**config.mk**
```make
export PLATFORM = sky130hd
export DESIGN_NAME = pixel_adc_ctrl_flat
export DESIGN_NICKNAME = d
export VERILOG_FILES = /design/src/rtl/pixel_pkg.sv /design/src/rtl/pixel_adc_ctrl_if.sv /design/src/rtl/pixel_expose_timer.sv /design/src/rtl/pixel_adc_ctrl.sv /design/src/flat_wrapper.sv
export SDC_FILE = /design/constraint.sdc
export NUM_CORES = 1
export LEC_CHECK = 0
export CAP_MARGIN = 10
export CORE_ASPECT_RATIO = 1.2
export CORE_MARGIN = 2
export CORE_UTILIZATION = 56
export DETAILED_ROUTE_END_ITERATION = 6
export PLACE_DENSITY = 0.8
export SETUP_SLACK_MARGIN = 0.2
export SLEW_MARGIN = 25
export SYNTH_ARGS = -nofsm -noshare
export SYNTH_HDL_FRONTEND = slang
export SYNTH_SLANG_ARGS = --single-unit
export TNS_END_PERCENT = 10
```
**constraint.sdc**
```tcl
create_clock -name clk -period 2.72 [get_ports clk]
set_clock_uncertainty 0.1 [all_clocks]
set_input_delay 0.544 -clock clk [delete_from_list [all_inputs] [get_ports clk]]
set_output_delay 0.544 -clock clk [all_outputs]
set_load 0.01 [all_outputs]
```
**src/rtl/pixel_pkg.sv**
```systemverilog
// Shared types and default sizing for the pixel ADC controller.
package pixel_pkg;

  localparam int N_PIX_DEF    = 4;
  localparam int ADC_BITS_DEF = 8;
  localparam int EXP_BITS_DEF = 6;

  typedef enum logic [1:0] {
    EXP_IDLE,
    EXP_RUN,
    EXP_DONE
  } exp_state_t;

  typedef enum logic [1:0] {
    A_IDLE,
    A_RESET,
    A_RAMP,
    A_DONE
  } adc_state_t;

  // Index width that stays legal for a single-pixel build.
  function automatic int idx_width(input int n);
    return (n > 1) ? $clog2(n) : 1;
  endfunction

endpackage

```
**src/rtl/pixel_adc_ctrl_if.sv**
```systemverilog
// Readout stream: one code per pixel over valid/ready, plus the overrun flag.
interface pixel_adc_ctrl_if
  import pixel_pkg::*;
#(
  parameter int N_PIX    = N_PIX_DEF,
  parameter int ADC_BITS = ADC_BITS_DEF
) ();

  localparam int IDX_W = idx_width(N_PIX);

  logic                rd_valid;
  logic                rd_ready;
  logic [IDX_W-1:0]    rd_idx;
  logic [ADC_BITS-1:0] rd_data;
  logic                rd_last;
  logic                rd_overrun;

  modport master (
    output rd_valid, rd_idx, rd_data, rd_last, rd_overrun,
    input  rd_ready
  );

  modport slave (
    input  rd_valid, rd_idx, rd_data, rd_last, rd_overrun,
    output rd_ready
  );

endinterface

```
**src/rtl/pixel_expose_timer.sv**
```systemverilog
// Exposure window timer: counts expose_cycles after a rising expose_enable.
//
// state    | meaning
// EXP_IDLE | waiting for expose_enable rising edge
// EXP_RUN  | counting the exposure window
// EXP_DONE | exposure complete, held until expose_enable drops
module pixel_expose_timer
  import pixel_pkg::*;
#(
  parameter int EXP_BITS = EXP_BITS_DEF
) (
  input  logic                clk,
  input  logic                reset,
  input  logic                expose_enable,
  input  logic [EXP_BITS-1:0] expose_cycles,
  output logic                expose_finished
);

  localparam logic [EXP_BITS-1:0] ONE = EXP_BITS'(1);

  exp_state_t          state, state_nxt;
  logic [EXP_BITS-1:0] cnt;
  logic [EXP_BITS-1:0] len;
  logic                en_q;
  logic                rise;

  assign rise            = expose_enable & ~en_q;
  assign expose_finished = (state == EXP_DONE);

  // State register.
  always_ff @(posedge clk) begin
    if (reset) state <= EXP_IDLE;
    else       state <= state_nxt;
  end

  // Next state; a zero length finishes straight from the rising edge.
  always_comb begin
    state_nxt = state;
    case (state)
      EXP_IDLE: if (rise) state_nxt = (expose_cycles == '0) ? EXP_DONE : EXP_RUN;
      EXP_RUN: begin
        if (!expose_enable)        state_nxt = EXP_IDLE;
        else if (cnt == len - ONE) state_nxt = EXP_DONE;
      end
      EXP_DONE: if (!expose_enable) state_nxt = EXP_IDLE;
      default:  state_nxt = EXP_IDLE;
    endcase
  end

  // Edge detector, captured length and running count.
  always_ff @(posedge clk) begin
    if (reset) begin
      en_q <= 1'b0;
      cnt  <= '0;
      len  <= '0;
    end else begin
      en_q <= expose_enable;
      if (state == EXP_IDLE && rise) begin
        cnt <= '0;
        len <= expose_cycles;
      end else if (state == EXP_RUN) begin
        cnt <= cnt + ONE;
      end
    end
  end

endmodule

```
**src/rtl/pixel_adc_ctrl.sv**
```systemverilog
// Exposure timing plus single-slope ramp ADC with per-pixel code latches and streamed readout.
//
// state   | meaning
// A_IDLE  | idle, disarmed after reset or an aborted ramp
// A_RESET | codes cleared, armed, waiting for convert
// A_RAMP  | ramp running, latching codes as comparators fire
// A_DONE  | codes valid, ADC_finished high, readout streaming
module pixel_adc_ctrl
  import pixel_pkg::*;
#(
  parameter int N_PIX    = N_PIX_DEF,
  parameter int ADC_BITS = ADC_BITS_DEF,
  parameter int EXP_BITS = EXP_BITS_DEF
) (
  input  logic                clk,
  input  logic                reset,
  input  logic                expose_enable,
  input  logic [EXP_BITS-1:0] expose_cycles,
  output logic                expose_finished,
  input  logic                ADC_reset,
  input  logic                convert,
  input  logic [N_PIX-1:0]    cmp,
  output logic [ADC_BITS-1:0] dac_code,
  output logic                ADC_finished,
  pixel_adc_ctrl_if.master    rd
);

  localparam int                  IDX_W    = idx_width(N_PIX);
  localparam logic [ADC_BITS-1:0] FULL     = '1;
  localparam logic [IDX_W-1:0]    LAST_IDX = IDX_W'(N_PIX - 1);

  adc_state_t          adc_state, adc_nxt;
  logic                armed;
  logic                rd_pend;
  logic                rd_valid;
  logic                rd_overrun;
  logic [IDX_W-1:0]    rd_idx;
  logic [ADC_BITS-1:0] dac;
  logic [ADC_BITS-1:0] codes [N_PIX];
  logic [N_PIX-1:0]    lat;
  logic [N_PIX-1:0]    lat_nxt;
  logic                ramp_end;

  pixel_expose_timer #(.EXP_BITS(EXP_BITS)) u_expose (
    .clk             (clk),
    .reset           (reset),
    .expose_enable   (expose_enable),
    .expose_cycles   (expose_cycles),
    .expose_finished (expose_finished)
  );

  // The ramp stops once every pixel has latched or the full-scale step was compared.
  assign lat_nxt  = lat | cmp;
  assign ramp_end = (&lat_nxt) || (dac == FULL);

  assign dac_code      = dac;
  assign ADC_finished  = (adc_state == A_DONE);
  assign rd.rd_valid   = rd_valid;
  assign rd.rd_idx     = rd_idx;
  assign rd.rd_data    = codes[rd_idx];
  assign rd.rd_last    = rd_valid && (rd_idx == LAST_IDX);
  assign rd.rd_overrun = rd_overrun;

  // ADC state register.
  always_ff @(posedge clk) begin
    if (reset) adc_state <= A_IDLE;
    else       adc_state <= adc_nxt;
  end

  // ADC next state; ADC_reset wins over everything else.
  always_comb begin
    adc_nxt = adc_state;
    if (ADC_reset) begin
      adc_nxt = A_RESET;
    end else begin
      case (adc_state)
        A_IDLE, A_RESET: if (convert && armed) adc_nxt = A_RAMP;
        A_RAMP: begin
          if (!convert)     adc_nxt = A_IDLE;
          else if (ramp_end) adc_nxt = A_DONE;
        end
        default: adc_nxt = adc_state;
      endcase
    end
  end

  // Ramp counter, code latches, arming and readout sequencing.
  always_ff @(posedge clk) begin
    if (reset) begin
      armed      <= 1'b0;
      rd_pend    <= 1'b0;
      rd_valid   <= 1'b0;
      rd_overrun <= 1'b0;
      rd_idx     <= '0;
      dac        <= '0;
      lat        <= '0;
      for (int i = 0; i < N_PIX; i++) codes[i] <= '0;
    end else begin
      rd_overrun <= 1'b0;
      if (ADC_reset) begin
        rd_overrun <= rd_valid;
        rd_valid   <= 1'b0;
        rd_pend    <= 1'b0;
        rd_idx     <= '0;
        armed      <= 1'b1;
        dac        <= '0;
        lat        <= '0;
        for (int i = 0; i < N_PIX; i++) codes[i] <= '0;
      end else begin
        case (adc_state)
          A_IDLE, A_RESET: if (convert && armed) dac <= '0;
          A_RAMP: begin
            if (!convert) begin
              armed <= 1'b0;
            end else begin
              lat <= lat_nxt;
              for (int i = 0; i < N_PIX; i++) begin
                if (cmp[i] && !lat[i]) codes[i] <= dac;
              end
              if (ramp_end) begin
                armed   <= 1'b0;
                rd_pend <= 1'b1;
                for (int i = 0; i < N_PIX; i++) begin
                  if (!lat_nxt[i]) codes[i] <= FULL;
                end
              end else begin
                dac <= dac + 1'b1;
              end
            end
          end
          A_DONE: begin
            if (rd_pend) begin
              rd_pend  <= 1'b0;
              rd_valid <= 1'b1;
              rd_idx   <= '0;
            end else if (rd_valid && rd.rd_ready) begin
              if (rd_idx == LAST_IDX) rd_valid <= 1'b0;
              else                    rd_idx   <= rd_idx + 1'b1;
            end
          end
          default: ;
        endcase
      end
    end
  end

endmodule

```
**src/flat_wrapper.sv**
```systemverilog
// flat-port wrapper written by rule: the top's interface ports become plain ports
module pixel_adc_ctrl_flat import pixel_pkg::*;
#(
  parameter int N_PIX    = N_PIX_DEF,
  parameter int ADC_BITS = ADC_BITS_DEF,
  parameter int EXP_BITS = EXP_BITS_DEF
)
  (clk, reset, expose_enable, expose_cycles, expose_finished, ADC_reset, convert, cmp, dac_code, ADC_finished, rd_rd_valid, rd_rd_idx, rd_rd_data, rd_rd_last, rd_rd_overrun, rd_rd_ready);
  pixel_adc_ctrl_if #(.N_PIX(N_PIX), .ADC_BITS(ADC_BITS)) rd_i ();
  input  logic clk;
  input  logic reset;
  input  logic expose_enable;
  input  logic [EXP_BITS-1:0] expose_cycles;
  output logic expose_finished;
  input  logic ADC_reset;
  input  logic convert;
  input  logic [N_PIX-1:0] cmp;
  output logic [ADC_BITS-1:0] dac_code;
  output logic ADC_finished;
  output wire logic [$bits(rd_i.rd_valid)-1:0] rd_rd_valid;
  output wire logic [$bits(rd_i.rd_idx)-1:0] rd_rd_idx;
  output wire logic [$bits(rd_i.rd_data)-1:0] rd_rd_data;
  output wire logic [$bits(rd_i.rd_last)-1:0] rd_rd_last;
  output wire logic [$bits(rd_i.rd_overrun)-1:0] rd_rd_overrun;
  input wire logic [$bits(rd_i.rd_ready)-1:0] rd_rd_ready;
  assign rd_rd_valid = rd_i.rd_valid;
  assign rd_rd_idx = rd_i.rd_idx;
  assign rd_rd_data = rd_i.rd_data;
  assign rd_rd_last = rd_i.rd_last;
  assign rd_rd_overrun = rd_i.rd_overrun;
  assign rd_i.rd_ready = rd_rd_ready;
  pixel_adc_ctrl #(.N_PIX(N_PIX), .ADC_BITS(ADC_BITS), .EXP_BITS(EXP_BITS)) u_core (.clk(clk), .reset(reset), .expose_enable(expose_enable), .expose_cycles(expose_cycles), .expose_finished(expose_finished), .ADC_reset(ADC_reset), .convert(convert), .cmp(cmp), .dac_code(dac_code), .ADC_finished(ADC_finished), .rd(rd_i));
endmodule
```
==> parameters.txt <==
Parameter                              Value

Floorplan
  Number of standard-cell rows in the floorplan    30
  Initial Utilization    0.587
  Die boundary width    74.6 um
  Number of ports placed on the die boundary    39
  Overall die area    0.00662 mm2
  Std-Cell Core Area    0.00571 mm2
  Floorplan die height    88.7 um

Finish
  Utilization after layout    0.708
  Share of layout cells above drive strength 1    0.114
  Number of nets at the end of the flow    429
  Most frequent cells in the layout    84 x nand2_1, 61 x dfxtp_1, 37 x clkdlybuf4s50_1, 27 x o211ai_1, 24 x nor2_1
  Most common library cell in the layout ignoring fill and taps    nand2_1
  Number of diodes added for antenna fixing    0
  Signed area change from the synthesized netlist to the final layout    20.5%
  Count of placed standard cells in the final layout, fillers left out    493

Worst setup path
  Bufs and invs on worst path    2
  Critical Path Max Stage Delay    between 0.5 and 0.6 ns
  Maximum fanout count along the critical path    8
  Critical Path RT    2.08 ns
  Arrival time worst endpoint    about 1.8 ns
  Critical path's top delay family    buffers and inverters
  Critical path, cell by cell    buf_6, mux4_2, clkdlybuf4s50_1
  Crit-path slowest cell    mux4_2
  Startpoint class of the critical path    flop
  Kind of end point of the critical path    primary output
  Startpoint-to-endpoint class of the critical path    reg2out

Yosys
  Main combinational cell family by area after synthesis    simple AND/OR/NAND/NOR gates
  Fraction of synthesized area in multiplexers    0.0926
  Syn Std Cell Area    around 0.0033 mm2
  Syn avg cell area    approximately 9.2 um2
  Seq/Total Area, Yosys    0.436
  Fraction of registers with async set/reset    0
  Synthesized instance count    366
  Number of flops mapped to enable cells by yosys    8
  Top FF cell, synth    dfxtp_1
  Number of storage elements in the synthesis netlist    69
  Share of synthesized cell area in full adder, half adder and majority cells    0.0149
  Yosys warns    0
  Post-synthesis net count    386
  Post-synthesis xor/xnor area fraction    0.0340
  Complex-gate fraction of the synthesized area    0.147
  Post-synthesis simple-gate area fraction    0.234
  Count of different cell masters after synthesis    49

Clock network
  Insertion delay of the later-clocked pin in the worst-skew pair    0.34 ns
  H-Tree Depth    3
  Clock buffers created by TritonCTS    9
  Clock tree from TritonCTS    done
  Post-cts hold buffer count    0
  Post-CTS clock slew at the launch and capture registers of the worst setup and hold paths    0.07 ns
  Sinks on the clock net    69
  Root Driver    clkbuf_8
  Setup repair bufs after CTS    0
  Buffer levels on the longest clock path    2

Pwr
  Maximum vdd ir drop    0.305 mV
  Power per Cell Area    approximately 480 mW/mm2
  Static leakage    1.45 nW

STA
  Worst hold slack after final layout    0.380 ns
  Final period utilization    0.910
  Worst slew margin    0.632
  Worst slew pin tran    0.550 ns
  Max Slew Vio Count    0
  Sum of negative setup slack    0 ns
  Setup-violating endpoint count in the final report    0
  Time the worst path needs with I/O delays and setup    2.47 ns
  RSZ-0062 raised after global routing    true
  Number of failing hold endpoints at the final stage    0
  Maximum operating frequency    roughly 400 MHz

Outcome
  Result of the run    finished clean

Global routing
  Met1 track demand over resource in global routing    0.271
  Vias in the first global route    around 2800
  Met3 layer usage reported by global route    0.0615
  Global routing usage on met2    0.426
  GRT Residual Overflow    0
  Busiest grt layer    met2
  Wire length of the first global-routing pass    12200 um
  Largest net degree at the start of global routing    20
  Initial antenna violation count    0
  GR Util All Layers    0.241

Drt
  Detailed Route WL    7150 um
  Detailed-route via count    2765
  First-pass DRT Iterations    4
  Post-DR vias/cell    5.61
  Routed len/inst    14.5 um
  Post-route antenna net violation count    0
  DRC violations left    0
  Detailed router's first-iteration violation count    117

Run
  Number of violations of the max-capacitance limit    0

Placement
  Dpl hpwl    about 5300 um
  Gp weighted congestion    0.813
  Placed Cells incl. Taps    478
  IO buf count    38

Min path
  Hold Crit Class    reg2reg
-- cell type report --
type / instances / area [um2]
Timing Repair Buffer: 54 / 507
Tap cell: 80 / 100
Inverter: 11 / 41.3
Fill cell: 475 / 1670
Clock buffer: 13 / 159
Multi-Input combinational cell: 264 / 1760
Clock inverter: 2 / 10.0
Sequential cell: 69 / 1460
-- power by group --
part | internal (W) | total [W] | switching, W
clock network | 0.000373 | 0.000730 | 0.000356
logic | 0.0000702 | 0.000149 | 0.0000792
registers | 0.00105 | 0.00106 | 0.0000163
-- stage by stage --
stage | power [W] | setup slack (ns) | cell area (um2)
2_1_floorplan | 0.00118 | 0.507 | 3350
3_3_place_gp | 0.00123 | 0.332 | 3860
3_5_place_dp | 0.00123 | 0.280 | 3860
4_1_cts | 0.00196 | 0.211 | 4040
5_1_grt | 0.00202 | 0.172 | 4040
6_report | 0.00194 | 0.246 | 4040
-- flip-flops by register name, indices dropped and copies added (netlist names), 2 cells and up, named ones only --
| name | flops |
|---|---|
| u_core.adc_state | 2 |
| u_core.codes | 32 |
| u_core.dac_code | 8 |
| u_core.lat | 4 |
| u_core.rd.rd_idx | 2 |
| u_core.u_expose.cnt | 6 |
| u_core.u_expose.len | 6 |
| u_core.u_expose.state | 2 |
-- cell usage after synthesis, types with 2 or more instances --
| cell | count | area, um2 |
|---|---|---|
| a21oi_1 | 10 | 50.1 |
| edfxtp_1 | 8 | 240 |
| inv_1 | 11 | 41.3 |
| dfxtp_1 | 61 | 1220 |
| nor4_1 | 2 | 12.5 |
| and4_1 | 2 | 17.5 |
| xor2_1 | 7 | 61.3 |
| o22ai_1 | 2 | 12.5 |
| nor2_1 | 25 | 93.8 |
| xnor2_1 | 6 | 52.6 |
| nor2b_1 | 8 | 50.1 |
| nand3_1 | 4 | 20.0 |
| mux4_2 | 8 | 180 |
| buf_2 | 5 | 25.0 |
| nand2b_1 | 6 | 37.5 |
| o31ai_1 | 3 | 22.5 |
| mux2i_1 | 13 | 130 |
| and3_1 | 3 | 18.8 |
| nand2_1 | 84 | 315 |
| and2_1 | 2 | 12.5 |
| o21ai_0 | 4 | 20.0 |
| clkbuf_1 | 13 | 48.8 |
| nor3_1 | 3 | 15.0 |
| ha_1 | 4 | 50.1 |
| nand4_1 | 4 | 25.0 |
| or4_1 | 3 | 22.5 |
| o211ai_1 | 27 | 203 |
| nand3b_1 | 2 | 15.0 |
| nor4b_1 | 2 | 17.5 |
| a211oi_1 | 6 | 45.0 |
| buf_1 | 3 | 11.3 |
| a31oi_1 | 4 | 25.0 |
| nor4_4 | 4 | 85.1 |
| o31a_1 | 2 | 17.5 |
-- layer usage --
layer  vias up  part of all wire
li1       1383                 -
met1      1307              0.41
met2        64              0.53
met3        11             0.044
met4         0             0.017
met5         -                 0
-- worst paths after layout --
path	endpoint	cells after the start	slack [ns]	startpoint
setup reg to reg	u_core.codes[3][6]	5	0.73	u_core.dac_code[1]
hold reg to reg	u_core.codes[2][1]	2	0.38	u_core.codes[2][1]
hold / removal	u_core.codes[2][1]	2	0.38	u_core.codes[2][1]
setup / recovery	rd_rd_data[4]	3	0.25	flop
-- timing repair --
item | CTS | global route
cloned | 0 | 0
setup endpoints to repair | 8 | 8
resized for setup | 1 | 1
-- worst min-delay path: cells and delay by family, from the launching register on --
kind               cells  cell delay, ns
AOI/OAI and AO/OA      1            0.07
DFF                    1            0.31
and+or+nand+nor        1            0.05
-- kinds of logic (layout without fill, tap and decap cells) --
kind of cell / Yosys count / after routing
multiplexers: 21 / 21
adder cells (fa/ha/maj): 4 / 4
XOR/XNOR: 13 / 13
AO/OA/AOI/OAI: 69 / 69
buffers and inverters: 33 / 80
flip-flops: 69 / 69
AND/OR/NAND/NOR: 157 / 157
(Power assumes the default switching activity.)
==> patch, RTL diff (same flow settings) <==
Encoding of `adc_state_t`: now Gray code (2 bits for 4 states).
--- a/src/rtl/pixel_pkg.sv
+++ b/src/rtl/pixel_pkg.sv
@@ -14,6 +14,6 @@
   typedef enum logic [1:0] {
-    A_IDLE,
-    A_RESET,
-    A_RAMP,
-    A_DONE
+    A_IDLE  = 2'b00,
+    A_RESET = 2'b01,
+    A_RAMP  = 2'b11,
+    A_DONE  = 2'b10
   } adc_state_t;
Formal check against the unedited RTL: same outputs for any inputs over 10 cycles, from zero or initial values and one cycle with reset high; not proved beyond that.
==> patch against the unedited design <==
  * Final cell count fell by 0.61%
  * Area after synthesis barely moved
  * Setup slack got worse by 25 ps
  * Total power fell by 0.13%
  * Core utilization fell by 0.31 points
  * Clock power fell by 2%
  * Global-route usage fell by 0.62 points
  * Sequential cell count did not move
  * Design area fell by 0.43%
  * Wire length rose by 0.50%
  * Critical path type unchanged
  * Critical endpoint is now rd_rd_data[6]
  * Largest power group unchanged
==> patch: results (changes against the unedited design) <==
Parameter                              Value

Drt
  DRC violation total after the first TritonRoute iteration ... 163 (+39%)
  Wire length on met2 ... 3520 µm (-6.6%)
  Wire length on met3 ... 280 µm (-11%)
  Total number of vias ... 2793 (+1.0%)
  Routed Wire Length ... 7190 µm (+0.50%)
  Pre-Repair DR Iteration Count ... 5 (+1)
  Vias per cell ... 5.70 (+1.6%)
  Metal1 wirelength ... 3240 µm (+9.7%)

Status
  Result of the run ... complete, no violations

Place
  GP Congestion ... 0.873 (+7.4%)
  Dpl hpwl ... 5120 µm (-3.7%)
  Number of placed instances, taps included ... 475 (-0.63%)
  Post-place setup slack ... 228 ps (-51.9 ps)
  Standard cell area after detailed placement ... 0.00385 mm² (-0.23%)

Global routing
  Overall global routing resource usage ... 23.4% (-0.62 points)
  Global-route met3 utilization ... 4.78% (-1.4 points)
  Global-route wire length before repair ... 11800 µm (-3.3%)
  Maximum number of pins on one net before global-route repair ... 28 (+40%)
  Met2 Resource Use GR ... 38.4% (-4.3 points)
  GRT met1 Usage ... 29.1% (+2.0 points)
  Via count of the first global-routing pass ... 2596 (-7.2%)

Synth
  Adder and majority gate portion of the synthesized area ... 1.50% (about the same)
  Largest cells by area after synthesis ... dfxtp_1, nand2_1, edfxtp_1, o211ai_1, mux4_2
  Cell types with the highest counts after synthesis ... nand2_1, dfxtp_1, nor2_1, o211ai_1, mux2i_1
  Compound-Gate Fraction of Synth Area ... 13.7% (-1.0 points)
  XOR/XNOR share of the synthesized area ... 3.40% (about the same)
  Sequential area share after synthesis ... 43.7% (about the same)
  Synth Instances ... 362 (-1.1%)
  Yosys cell types ... 50 (+2.0%)
  Net count after synthesis ... 382 (-1.0%)

Setup path
  Cell family with the largest share of critical-path delay ... buffers and inverters
  Capturing element of the worst setup path ... rd_rd_data[6]
  Data arrival at the endpoint of the critical path ... 1860 ps (+30 ps)
  Minimum setup slack among reg-to-reg paths ... 640 ps (-90 ps)
  R2R Path Start ... u_core.dac_code[1]$_SDFFE_PP0P_

STA
  Worst Tran Pin Value ... 549 ps (-1.36 ps)
  Maximum operating frequency ... 0.400 GHz (-1.0%)

Power and ir drop
  VDD IR-drop max ... 0.000299 V (-1.8%)
  Leakage power ... 1.45 nW (about the same)

Cells and area
  Net count reported at finish ... 426 (-0.70%)
  Fraction of layout instances using a drive strength above 1 ... 11.7% (+0.33 points)
==> patch: changes by cell type after synthesis, sizes merged, moves of 2 or more <==
| cell | delta |
|---|---|
| a211oi | -3 |
| and2 | +2 |
| and4 | -2 |
| clkbuf | -2 |
| nand2 | -3 |
| nand2b | -5 |
| nand3 | +3 |
| nand3b | -2 |
| nand4 | +2 |
| nor2 | +2 |
| or3 | +7 |
==> patch: how the worst min path moves through the flow <==
| stage | startpoint | end | slack (ps) | cells past startpoint |
|---|---|---|---|---|
| 2_1_floorplan | u_core.codes[2][0]$_SDFFE_PP1P_ | u_core.codes[2][0]$_SDFFE_PP1P_ | 350 | 2 |
| 3_3_place_gp | u_core.codes[1][2]$_SDFFE_PP1P_ | u_core.codes[1][2]$_SDFFE_PP1P_ | 360 | 2 |
| 3_5_place_dp | u_core.codes[2][7]$_SDFFE_PP1P_ | u_core.codes[2][7]$_SDFFE_PP1P_ | 370 | 2 |
| 4_1_cts | u_core.codes[2][4]$_SDFFE_PP1P_ | u_core.codes[2][4]$_SDFFE_PP1P_ | 380 | 2 |
| 5_1_grt | u_core.codes[0][2]$_SDFFE_PP1P_ | u_core.codes[0][2]$_SDFFE_PP1P_ | 390 | 2 |
| 6_report | u_core.codes[2][4]$_SDFFE_PP1P_ | u_core.codes[2][4]$_SDFFE_PP1P_ | 380 | 2 |
==> patch: final cells by class <==
cell class	count	area, µm²
Timing Repair Buffer	53	499
Tap cell	80	100
Multi-Input combinational cell	263	1760
Fill cell	478	1690
Clock buffer	12	145
Inverter	10	37.5
Clock inverter	3	15.0
Sequential cell	69	1460
==> patch: report_power, final <==
group / internal [mW] / switching [mW] / total (mW)
clock: 0.347 / 0.372 / 0.719
sequential: 1.05 / 0.0160 / 1.06
combinational: 0.0745 / 0.0834 / 0.158
